### config.mk
export PLATFORM = sky130hd
export DESIGN_NAME = o3
export DESIGN_NICKNAME = d
export VERILOG_FILES = /design/src/rtl/o3.sv
export SDC_FILE = /design/constraint.sdc
export NUM_CORES = 1
export LEC_CHECK = 0
export CORE_AREA = 2 2 39 41
export DETAILED_ROUTE_END_ITERATION = 12
export DIE_AREA = 0 0 41 43
export GPL_ROUTABILITY_DRIVEN = 0
export PLACE_DENSITY = 0.56
export SYNTH_ARGS = -nofsm -noshare
export SYNTH_HDL_FRONTEND = slang
export SYNTH_SLANG_ARGS = --single-unit
### constraint.sdc
create_clock -name clk -period 1.9 [get_ports clk]
set_clock_uncertainty 0.15 [all_clocks]
set_input_delay 0.38 -clock clk [delete_from_list [all_inputs] [get_ports clk]]
set_output_delay 0.38 -clock clk [all_outputs]
set_load 0.05 [all_outputs]
### src/rtl/o3.sv
// o3: samples the nibble {a,b,c,d} every clock, flags primes on y and
// flags a run of four consecutive counting values (mod 16) on z.
module o3 (
    input  logic a,
    input  logic b,
    input  logic c,
    input  logic d,
    output logic y,
    output logic z,
    input  logic clk,
    input  logic rst
);

    typedef enum logic [1:0] {
        IDLE = 2'd0,
        S1   = 2'd1,
        S2   = 2'd2,
        DET  = 2'd3
    } run_state_t;

    // Prime lookup over the 4-bit sample range.
    function automatic logic is_prime(input logic [3:0] val);
        logic res;
        case (val)
            4'd2, 4'd3, 4'd5, 4'd7, 4'd11, 4'd13: res = 1'b1;
            default:                              res = 1'b0;
        endcase
        return res;
    endfunction

    logic [3:0] v_s;
    logic       inc_s;

    run_state_t state_q, state_d;
    logic [3:0] prev_q, prev_d;
    logic       pvalid_q, pvalid_d;
    logic       y_q, y_d;
    logic       z_q, z_d;

    assign v_s   = {a, b, c, d};
    // Natural 4-bit wrap makes 15 -> 0 an increment.
    assign inc_s = pvalid_q && (v_s == (prev_q + 4'd1));

    // Next-state and next-output logic.
    always_comb begin
        state_d  = IDLE;
        prev_d   = v_s;
        pvalid_d = 1'b1;
        y_d      = is_prime(v_s);
        if (inc_s) begin
            case (state_q)
                IDLE:    state_d = S1;
                S1:      state_d = S2;
                S2:      state_d = DET;
                DET:     state_d = DET;
                default: state_d = IDLE;
            endcase
        end else begin
            state_d = IDLE;
        end
        z_d = (state_d == DET);
    end

    // State and output registers.
    always_ff @(posedge clk or posedge rst) begin
        if (rst) begin
            state_q  <= IDLE;
            prev_q   <= 4'd0;
            pvalid_q <= 1'b0;
            y_q      <= 1'b0;
            z_q      <= 1'b0;
        end else begin
            state_q  <= state_d;
            prev_q   <= prev_d;
            pvalid_q <= pvalid_d;
            y_q      <= y_d;
            z_q      <= z_d;
        end
    end

    assign y = y_q;
    assign z = z_q;

endmodule

==> impl_metrics.csv <==
group,metric,value,unit
outcome,status,"finished clean",
layout,area_delta_synth_final,28.9,%
global_routing,grt_pass1_wl,1090,µm
die,die_y,43,µm
pwr,power.density,834,mW/mm²
layout,seq_area,225,µm²
worst_setup_path,worstPathRequired,1.93,ns
drt,finalWirelength,647,µm
worst_setup_path,startpoint,"prev_q[0]",
clocking,cts-root-buf,"clkbuf_4",
layout,insertedDiodeCount,0,
placement,portBuffers,7,
clocking,path_clk_slew,0.06,ns
pwr,internal-power,311,µW
die,start_util,0.278,
global_routing,gr-total-overflow,0,
synthesis,yosysMostFrequentCell,"dfrtp_1",
worst_setup_path,cp-endpoint,"state_q[1]",
synthesis,syn_nets,36,
worst_setup_path,endpoint_kind,"register",
die,pin_count,8,
drt,drc,0,
sta,finalHoldViolations,0,
synthesis,async_reset_ff_frac,1.00,
sta,tns,0,ns
global_routing,track_usage,0.104,
synthesis,synth_top_area_cell,"dfrtp_1",
die,rows,14,
sta,clock.fmax,632,MHz
worst_setup_path,start_kind,"register",
synthesis,yosys-top-cells-count,"9 x dfrtp_1, 2 x inv_1, 2 x nand2_1, 2 x nor3_1",
global_routing,use_met3,0.0262,
global_routing,grt_pass1_vias,277,
sta,fin_crit,1.58,ns
clocking,htree_levels,1,
layout,fin_nets,48,
drt,drtIter0Drc,2,
job,drv_cap,0,
global_routing,grtUsageMet2,0.153,
global_routing,antenna_found_initial,0,
layout,fillers,135,
synthesis,synth_edf_count,0,
pwr,p_leak,0.000236,µW
clocking,clk_path_buf_depth,2,
synthesis,postSynthCellCount,29,
synthesis,ys_seq_elements,9,
clocking,cts_hold_buf,0,
synthesis,ys_top_cells_by_area,"dfrtp_1 58%, xnor3_1 5.8%, xnor2_2 4.2%, xor2_2 4.2%, ha_1 3.2%",
synthesis,netlist_area,385,µm²
synthesis,ys_warn_count,0,
clocking,numClockSinks,9,
worst_setup_path,path_class,"reg2reg",
worst_setup_path,r2r_slack,0.32,ns
worst_setup_path,worst-endpoint-arrival,1.61,ns
drt,dr.pass1.iters,3,
placement,hpwl,479,µm
layout,layout-drive-gt1-share,0.200,
synthesis,syn_area_per_cell,13.3,µm²
worst_setup_path,worst_r2r_endpoint,"state_q[1]",
sta,fin_hold_ws,0.228,ns
sta,fin_crit_sh,0.832,
global_routing,use_met1,0.100,
drt,num_vias,248,
worst_setup_path,critPathMaxFanout,3,
die,core,0.00138,mm²
synthesis,synth-main-ff-cell,"dfrtp_1",
worst_setup_path,timing.rr.start,"prev_q[0]",
synthesis,synth_top_cell_area_share,0.584,
synthesis,synth-seq-area-share,0.584,
global_routing,busiest_layer,"met2",
drt,avgViaCountPerCell,4.43,
pwr,comb_power_share,0.148,
sta,report.final.setup_viol,0,
pwr,power_frac_seq,0.494,
die,die-width,41,µm
synthesis,yosysUniqueCellTypes,18,
clocking,cts_tree,"done",
pwr,p_switching,103,µW
sta,slew_viol_final,0,
sta,rsz0062_at_grt,"no",
clocking,cts_buffers,3,
clocking,ctsResizeCount,0,
layout,multi_input_area,153,µm²
drt,wl_per_cell,11.6,µm
min_path,min_path_type,"in2async",
clocking,cts_setup_buffers,0,
die,dieArea,0.00176,mm²
pwr,power_frac_clock,0.358,
worst_setup_path,ff2ff_path_depth,4,
clocking,clk_latency,0.26,ns
pwr,p_sw_frac,0.249,
pwr,ir_drop,0.339,mV
global_routing,grt_max_degree,10,
drt,final_antenna_net_count,0,
## cell usage in the layout, fill, tap and decap left out
cell	netlist	final
a21oi_1	1	1
buf_4	0	2
clkbuf_1	0	1
clkbuf_4	0	3
clkdlybuf4s50_1	0	5
conb_1	1	1
dfrtp_1	9	9
ha_1	1	1
inv_1	2	2
nand2_1	2	2
nand3_1	1	1
nand4_2	1	1
nor2_1	1	1
nor2b_1	1	1
nor3_1	2	2
nor3b_1	1	1
o22ai_1	1	1
xnor2_1	1	1
xnor2_2	1	1
xnor3_1	1	1
xor2_1	1	1
xor2_2	1	1
## cell type report
class / count / area share
tap: 16 / 0.0403
inverter: 2 / 0.0151
clock buffer: 4 / 0.0529
sequential: 9 / 0.453
multi-input combinational: 18 / 0.307
timing repair buffer: 7 / 0.131
## through the flow
step	utilization	total power, µW	instance area [µm²]	setup slack [ns]	cells
floorplan	-	246	385	0.423	29
global placement	0.340	267	470	0.238	52
detailed placement	0.340	270	470	0.191	52
CTS	0.359	424	497	0.311	56
global route	0.359	433	497	0.225	56
finish	0.359	414	497	0.319	56
## per-layer routing
metal | part of all wire | vias to the layer above
met3 | 0.076 | 2
met4 | 0.022 | 0
met1 | 0.36 | 120
li1 | - | 116
met5 | 0 | -
met2 | 0.54 | 10
## flip-flops by register name (all words and copies together) (netlist names)
register  count
z             1
pvalid_q      1
prev_q        4
state_q       2
y             1
## worst min-delay path by stage
| stage | from | end | slack [ns] | cells past startpoint |
|---|---|---|---|---|
| floorplan | rst | prev_q[0] | 0.06 | 1 |
| global placement | state_q[0] | state_q[1] | 0.38 | 2 |
| detailed placement | state_q[0] | state_q[1] | 0.39 | 2 |
| CTS | rst | z | 0.24 | 2 |
| global route | rst | y | 0.27 | 2 |
| finish | rst | state_q[0] | 0.23 | 2 |
## power by group through the flow
stage / Clock (µW) / Combinational [µW] / Sequential, µW
2_1_floorplan: 0 / 32.1 / 214
3_3_place_gp: 0 / 59.0 / 208
3_5_place_dp: 0 / 61.5 / 208
4_1_cts: 157 / 62.7 / 205
5_1_grt: 160 / 67.9 / 205
6_report: 148 / 61.2 / 205
## critical path, cell delays in order (launching register included)
cell     delay [ns]
dfrtp_1        0.43
ha_1           0.22
xnor3_1        0.37
nand4_2        0.13
nor3_1         0.20
## kinds of logic after synthesis
| group | after synthesis | synth area share |
|---|---|---|
| and+or+nand+nor | 9 | 0.136 |
| DFF | 9 | 0.584 |
| xor gates and xnor gates | 5 | 0.188 |
| AOI/OAI and AO/OA | 2 | 0.0292 |
| buffers and inverters | 2 | 0.0195 |
| adders and majority gates | 1 | 0.0325 |
| other | 1 | 0.00973 |
(Power assumes the default switching activity.)
